## config.mk

```make
export PLATFORM = sky130hd
export DESIGN_NAME = mem_req_arbiter
export DESIGN_NICKNAME = d
export VERILOG_FILES = /design/src/rtl/mem_req_arbiter.sv
export SDC_FILE = /design/constraint.sdc
export NUM_CORES = 1
export LEC_CHECK = 0
export ABC_CLOCK_PERIOD_IN_PS = 5050
export BUFFER_PORTS_ARGS = -buffer_cell sky130_fd_sc_hd__clkbuf_2
export CORE_ASPECT_RATIO = 0.6
export CORE_UTILIZATION = 35
export DETAILED_ROUTE_END_ITERATION = 10
export PLACE_DENSITY = 0.74
export SLEW_MARGIN = 20
export SYNTH_ARGS = -nofsm -noshare
export SYNTH_HDL_FRONTEND = slang
export SYNTH_SLANG_ARGS = --single-unit
export TNS_END_PERCENT = 1
```

## constraint.sdc

```tcl
create_clock -name clk -period 5.05 [get_ports clk]
set_clock_uncertainty 0.15 [all_clocks]
set_input_delay 0.505 -clock clk [delete_from_list [all_inputs] [get_ports clk]]
set_output_delay 0.505 -clock clk [all_outputs]
set_load 0.05 [all_outputs]
```

## src/rtl/mem_req_arbiter.sv

```systemverilog
// ----------------------------------------------------------------------------
// mem_req_arbiter
//
// Shares one memory request channel between the I-cache (port I) and the
// D-cache (port D). Whole transactions are serialised: a grant latches the
// winner's request into the mem_req_* registers, the arbiter waits for the
// memory completion pulse, then returns a one-cycle registered ready pulse
// (with read data) to the owning port. Ties are resolved round-robin. A
// sticky timeout flag records any transaction that waited too long on memory.
//
// Parameters
//   ADDR_W        address width on all ports
//   DATA_W        data width on all ports
//   TIMEOUT       BUSY cycles without memory ready before timeout_err sets (>= 1)
//
// Ports
//   clk, rst      clock (rising edge), synchronous active-high reset
//   i_req_*       I-cache request: valid/addr/wr/wr_data in, ready/data out
//   d_req_*       D-cache request: same as the I port
//   mem_req_*     memory channel: valid/addr/wr/wr_data out, ready/data in
//   timeout_err   sticky memory timeout flag, cleared only by rst
// ----------------------------------------------------------------------------
//
// state | meaning
// ------+--------------------------------------------------------------------
// IDLE  | no transaction; arbitrate between valid requesters
// BUSY  | request presented to memory; waiting for mem_req_ready
// RESP  | owner's x_req_ready pulse is high for this single cycle
//
module mem_req_arbiter #(
    parameter int ADDR_W  = 32,
    parameter int DATA_W  = 32,
    parameter int TIMEOUT = 1023
) (
    input  logic              clk,
    input  logic              rst,

    input  logic              i_req_valid,
    input  logic [ADDR_W-1:0] i_req_addr,
    input  logic              i_req_wr,
    input  logic [DATA_W-1:0] i_wr_data,
    output logic              i_req_ready,
    output logic [DATA_W-1:0] i_req_data,

    input  logic              d_req_valid,
    input  logic [ADDR_W-1:0] d_req_addr,
    input  logic              d_req_wr,
    input  logic [DATA_W-1:0] d_wr_data,
    output logic              d_req_ready,
    output logic [DATA_W-1:0] d_req_data,

    output logic              mem_req_valid,
    output logic [ADDR_W-1:0] mem_req_addr,
    output logic              mem_req_wr,
    output logic [DATA_W-1:0] mem_wr_data,
    input  logic              mem_req_ready,
    input  logic [DATA_W-1:0] mem_req_data,

    output logic              timeout_err
);

    // Counter is wide enough to hold TIMEOUT itself so it can saturate there.
    localparam int CNT_W = (TIMEOUT < 1) ? 1 : $clog2(TIMEOUT + 1);
    localparam logic [CNT_W-1:0] TO_MAX = CNT_W'(TIMEOUT);

    localparam logic PORT_I = 1'b0;
    localparam logic PORT_D = 1'b1;

    typedef enum logic [1:0] {
        IDLE = 2'd0,
        BUSY = 2'd1,
        RESP = 2'd2
    } state_t;

    state_t           state;
    logic             owner;
    logic             last_grant;
    logic [CNT_W-1:0] to_cnt;

    logic             req_any;
    logic             pick_d;

    // D wins when it is the only requester, or on a tie when I was served last.
    always_comb begin
        req_any = i_req_valid | d_req_valid;
        pick_d  = d_req_valid & (~i_req_valid | (last_grant == PORT_I));
    end

    always_ff @(posedge clk) begin
        if (rst) begin
            state         <= IDLE;
            owner         <= PORT_I;
            last_grant    <= PORT_I;
            to_cnt        <= '0;
            timeout_err   <= 1'b0;
            mem_req_valid <= 1'b0;
            mem_req_addr  <= '0;
            mem_req_wr    <= 1'b0;
            mem_wr_data   <= '0;
            i_req_ready   <= 1'b0;
            i_req_data    <= '0;
            d_req_ready   <= 1'b0;
            d_req_data    <= '0;
        end else begin
            case (state)
                IDLE: begin
                    if (req_any) begin
                        mem_req_valid <= 1'b1;
                        owner         <= pick_d;
                        last_grant    <= pick_d;
                        to_cnt        <= '0;
                        if (pick_d) begin
                            mem_req_addr <= d_req_addr;
                            mem_req_wr   <= d_req_wr;
                            mem_wr_data  <= d_wr_data;
                        end else begin
                            mem_req_addr <= i_req_addr;
                            mem_req_wr   <= i_req_wr;
                            mem_wr_data  <= i_wr_data;
                        end
                        state <= BUSY;
                    end
                end

                BUSY: begin
                    // Requester valid is deliberately not looked at here: once
                    // granted, the transaction always runs to completion.
                    if (mem_req_ready) begin
                        mem_req_valid <= 1'b0;
                        if (owner == PORT_D) begin
                            d_req_data  <= mem_req_data;
                            d_req_ready <= 1'b1;
                        end else begin
                            i_req_data  <= mem_req_data;
                            i_req_ready <= 1'b1;
                        end
                        state <= RESP;
                    end else if (to_cnt != TO_MAX) begin
                        to_cnt <= to_cnt + CNT_W'(1);
                        if (to_cnt == TO_MAX - CNT_W'(1)) begin
                            timeout_err <= 1'b1;
                        end
                    end
                end

                RESP: begin
                    // No arbitration here, so a requester that drops valid in
                    // response to ready can never be granted a second time.
                    i_req_ready <= 1'b0;
                    d_req_ready <= 1'b0;
                    state       <= IDLE;
                end

                default: begin
                    state <= IDLE;
                end
            endcase
        end
    end

endmodule
```

==> results.toml, run 1 <==
[power_and_ir_drop]
peakVddDrop_mv = 0.211
p_int_mw = 2.19
leakagePower_nw = 3.67
p_total_mw = 3.24
clkPwrFrac = 0.393
pwr-share-seq = 0.395
p_sw_frac = 0.323
p_comb_frac = 0.212
p_sw_mw = 1.05
power.density_nw_per_um2 = 400

[clock_tree]
clock_path_buffers = 2
clock_latency_ns = 0.41
root_buffer = "clkbuf_16"
cts_tree = "done"
cts_setup_buffers = 0
clock_sinks = 146
ctsHoldBuffers = 0
clk_pin_slew_ns = 0.06
cts-resized-gates = 0
htree_levels = 4
cts_buffers = 17

[sta]
grt_setup_unrepaired = "false"
setup_viol = 0
fmax_ghz = 0.393
finalHoldViolations = 0
max_slew_margin = 0.409
timing.final.crit_period_ns = 2.54
setup_tns_ns = 0
period_share = 0.504
worst_pin_slew_ns = 0.886
slew_violations = 0
hold_slack_ns = 0.180
setup_ws_ns = 2.51

[job]
drv_cap = 0

[die]
std_cell_rows = 36
ios = 300
dieArea_um2 = 17200
start_util = 0.360
die_w_um = 169
core_um2 = 16300
die_h_um = 102

[place]
port_buffers = 299
dp.cells = 1150
post_dp_cell_area_um2 = 7470
dp_hpwl_um = 11700
place.gp.congestion = 0.798
place_ws_ns = 2.36

[yosys]
synth.distinct_cells = 36
synth_top_family_by_area = "compound AO/OA/AOI/OAI gates"
ys.flop_type = "dfxtp_1"
muxShareOfSynthArea = 0.111
synth-xor-area-share = 0
syn-num-nets = 839
async_flop_share = 0
synth_edf_count = 0
ys_ff_latch = 146
synth_top_area_share = 0.500
syn_avg_cell_area_um2 = 8.73
synth_warnings = 0
synth-seq-area-share = 0.500
syn-instance-count = 670
synth.most_common_cell = "dfxtp_1"
synth_compound_area_frac = 0.174
synth.top_cells.by_area = "dfxtp_1 50%, mux2i_1 11%, nand2_1 8.7%"
netlist_area_um2 = 5850
yosys.area_share.adder = 0.00428
yosysTopAreaCell = "dfxtp_1"
yosys.area_share.simple = 0.169
synth_common_cells = "146 x dfxtp_1, 136 x nand2_1, 74 x nor2_1"

[worst_setup_path]
startpoint_type = "flop"
critPathKind = "reg2reg"
end_kind = "flop"
cp.arrival_ns = 2.70
critPathRequiredTime_ns = 5.20
cp_max_fo = 80

[routing]
via_count = 5627
drc_errors = 0
viasPerCell = 4.76
dr.pass1.iters = 4
post_drt_wl_per_cell_um = 13.9
drt_iter0_markers = 442
antenna_left = 0
wl_um = 16500

[global_route]
grt_antenna_before_repair = 0
grt_pass1_wl_um = 25000
grt-ovfl-total = 0
grt_usage = 0.181
grt_pass1_vias = 4967
grt_max_degree = 82

[layout]
stdcell_area_um2 = 8100
antennaDiodeCount = 0
drive_above_1_share = 0.361
finalNonFillerCells = 1183
nets = 1111
syn2layout_area_growth_pct = 38.4
final_util = 0.498

[status]
outcome = "complete, no violations"

[hold_path]
hold_class = "in2reg"
routing by layer:
| metal | global-route usage | part of all wire | up-vias |
|---|---|---|---|
| met3 | 0.0596 | 0.068 | 6 |
| met1 | 0.247 | 0.47 | 2551 |
| met5 | 0 | 0 | - |
| li1 | - | - | 2882 |
| met2 | 0.282 | 0.46 | 188 |
| met4 | 0.0329 | 0.0032 | 0 |
power groups by stage:
stage                     sequential, mW  combinational (mW)  clock (mW)
after CTS                           1.28               0.688        1.31
after detailed placement            1.31               0.688           0
after global placement              1.30               0.680           0
final                               1.28               0.687        1.27
after global routing                1.29               0.734        1.35
after floorplan                     1.57               0.223           0
logic make-up after synthesis:
logic type | count (synthesis)
adder cells (fa/ha/maj) | 2
multiplexers | 65
AO/OA/AOI/OAI | 160
flip-flops | 146
AND/OR/NAND/NOR | 240
buffers and inverters | 57
area by class of cell:
cell class | count | area [um^2]
clock buffer | 20 | 457
clock inverter | 12 | 144
fill | 1561 | 8160
inverter | 3 | 11.3
multi-input combinational | 467 | 2700
sequential | 146 | 2920
tap | 228 | 285
timing repair buffer | 307 | 1580
worst max-delay path, stage by stage (launching register included):
cell      delay [ns]
dfxtp_1         0.37
nor2_1          0.31
o21a_4          0.71
buf_4           0.55
nor2_1          0.08
a211oi_1        0.25
path summary, 6_finish.rpt:
check / cells past startpoint / slack, ns / end / from
max: 5 / 2.51 / mem_wr_data[29] / state[1]
min: 3 / 0.18 / d_req_data[4] / mem_req_data[4]
max reg2reg: 5 / 2.51 / mem_wr_data[29] / state[1]
min reg2reg: 2 / 0.30 / i_req_ready / i_req_ready
registers in the layout, indices dropped and copies added (netlist names), 2 cells and up:
name and cells:
d_req_data 32, i_req_data 32, mem_req_addr 32, mem_wr_data 32, to_cnt 10, state 2
placed cells by master (no fill, tap or decap), types with 8 or more instances in the layout:
master / instances
dfxtp_1: 146
clkbuf_2: 298
buf_4: 8
mux2i_1: 65
a211oi_1: 65
a21oi_1: 73
nor2_1: 73
clkbuf_16: 17
nand2_1: 136
nand3_1: 12
Note: power is estimated with default switching activity, not from simulation.
==> inputs of run 2 (changes only) <==
ABC_AREA = 1   (was not set)
ABC_CLOCK_PERIOD_IN_PS = 2400   (was 5050)
clock period = 2.4 ns   (was 5.05 ns; I/O delays follow)
==> results.toml, run 2 <==
[sta]
timing.final.crit_period_ns = 2.30
setup_viol = 0
setup_ws_ns = 0.104
finalHoldViolations = 0
fmax_ghz = 0.436
period_share = 0.957
grt_setup_unrepaired = "false"
setup_tns_ns = 0
slew_violations = 0
max_slew_margin = 0.594
worst_pin_slew_ns = 0.608

[worst_setup_path]
startpoint_type = "input pin"
critPathRequiredTime_ns = 2.61
cpMaxStageDelayCell = "dlygate4sd3_1"
cp_slowest_stage_delay_ns = 0.59
critPathKind = "in2reg"
critical_path.startpoint = "d_req_valid"
r2r_cells = 6
cp.arrival_ns = 2.50
reg2reg_to = "mem_req_addr[11]"
worst_r2r_startpoint = "state[1]"
end_kind = "flop"
worst_path_most_repeated_cell = "dlygate4sd3_1"
cp_max_fo = 63
crit_chain = "dlygate4sd3_1 -> clkbuf_2 -> nand2_2 -> buf_6 -> nand2_1 -> a31oi_1 -> dlygate4sd3_1"
rrSetupSlack_ns = 0.14

[clock_tree]
cts_setup_buffers = 0
clock_sinks = 146
root_buffer = "clkbuf_16"
clock_latency_ns = 0.41
cts_buffers = 17
cts_tree = "done"
htree_levels = 4
clk_pin_slew_ns = 0.07
clock_path_buffers = 2

[routing]
wl_um = 20700
dr.pass1.iters = 5
antenna_left = 0
via_count = 6917
post_drt_wl_per_cell_um = 14.2
drt_iter0_markers = 446
drc_errors = 0
viasPerCell = 4.76

[yosys]
netlist_area_um2 = 5830
async_flop_share = 0
ys.flop_type = "dfxtp_1"
yosysTopAreaCell = "dfxtp_1"
synth-seq-area-share = 0.501
synth_common_cells = "167 x nand2_1, 149 x nor2_1, 146 x dfxtp_1"
syn-num-nets = 947
syn-instance-count = 778
synth_edf_count = 0
synth_top_area_share = 0.501
synth.most_common_cell = "nand2_1"
synth_warnings = 0
ys_ff_latch = 146
synth.top_cells.by_area = "dfxtp_1 50%, o21ai_0 11%, nand2_1 11%"
synth.distinct_cells = 27
syn_avg_cell_area_um2 = 7.50

[die]
std_cell_rows = 36
ios = 300
start_util = 0.359
core_um2 = 16300
die_h_um = 102
die_w_um = 169
dieArea_um2 = 17200

[hold_path]
hold_class = "in2reg"
hold_path_startpoint = "mem_req_ready"
holdPathStages = 3
whs_endpoint = "state[1]"

[global_route]
grt_usage = 0.232
grt_pass1_wl_um = 31900
grt-ovfl-total = 0
grt_pass1_vias = 6665
grt_max_degree = 129
grt_antenna_before_repair = 0

[layout]
multi_input_area_um2 = 2550
layout_commonest_cell = "clkbuf_2"
antennaDiodeCount = 0
seq_area_um2 = 2920
layout_common_cells = "299 x clkbuf_2, 166 x nand2_1, 164 x dlygate4sd3_1"
nets = 1381
num-fill-cells = 1390
drive_above_1_share = 0.295
syn2layout_area_growth_pct = 67.5

[place]
place_ws_ns = 0.611
port_buffers = 299
dp_hpwl_um = 12000
place.gp.congestion = 0.835

[power_and_ir_drop]
peakVddDrop_mv = 0.513
power.density_nw_per_um2 = 776
leakagePower_nw = 4.61

[status]
outcome = "complete, no violations"

[job]
drv_cap = 0
-- run 2: cell count changes in the layout (fill, tap and decap cells not counted), sizes merged, moves of 62 or more --
cell         before  now
dlygate4sd3       0  164
o21ai             4  133
nor2             74  154
a211oi           65    0
mux2i            65    0
a21oi            73   11
-- run 2: worst max-delay path by stage --
stage | end | slack (ns) | cells past startpoint
after floorplan | to_cnt[5] | 0.80 | 9
after global routing | mem_req_addr[11] | 0.02 | 7
after detailed placement | mem_req_addr[2] | 0.61 | 5
after CTS | mem_req_addr[2] | 0.05 | 8
after global placement | mem_wr_data[14] | 0.69 | 5
final | mem_req_addr[11] | 0.10 | 7
-- run 2: power by group --
group | total (mW) | leakage [nW] | internal (mW) | switching [mW]
combinational | 1.96 | 3.10 | 0.681 | 1.28
clock | 2.88 | 0.307 | 1.69 | 1.19
sequential | 2.74 | 1.20 | 2.63 | 0.113
total | 7.58 | 4.61 | 5.00 | 2.58
-- run 2: logic make-up after synthesis --
family,after synthesis,share of synthesized area
simple gates,341,0.235
compound gates,211,0.197
flops,146,0.501
buf+inv,78,0.0624
fa+ha+maj,2,0.00429
-- run 2: through the flow --
stage                util  hold slack, ns  instances  power [mW]  cell area, um^2
finish              0.601          0.0596       1453        7.58             9770
global route        0.601          0.0542       1453        7.92             9770
CTS                 0.598          0.0349       1452        7.57             9720
detailed placement  0.458           0.308       1256        4.38             7440
global placement    0.458           0.301       1256        4.37             7440
floorplan               -           0.233        778        3.94             5830
-- run 2: layer usage --
metal | up-vias | share of wire | track usage
li1 | 3452 | - | -
met1 | 3157 | 0.43 | 0.276
met2 | 269 | 0.48 | 0.404
met3 | 39 | 0.067 | 0.0651
met4 | 0 | 0.019 | 0.0860
met5 | - | 0 | 0
-- run 2: cell type report --
class,count,share of cell area
clock buffer,17,0.0436
clock inverter,15,0.0220
inverter,21,0.00820
multi-input combinational,554,0.261
sequential,146,0.299
tap,228,0.0292
timing repair buffer,472,0.337
-- run 2: critical path, delay by kind of cell --
| kind | cells | cell delay [ns] |
|---|---|---|
| buffers and inverters | 4 | 1.74 |
| AOI/OAI and AO/OA | 1 | 0.25 |
| and+or+nand+nor | 2 | 0.25 |
-- run 2: what timing repair did --
action / 4_1_cts / 5_1_grt
endpoints found under the setup margin: 0 / 64
hold endpoints to repair: 131 / 0
hold buffers: 164 / 0
gates resized for setup: 0 / 4
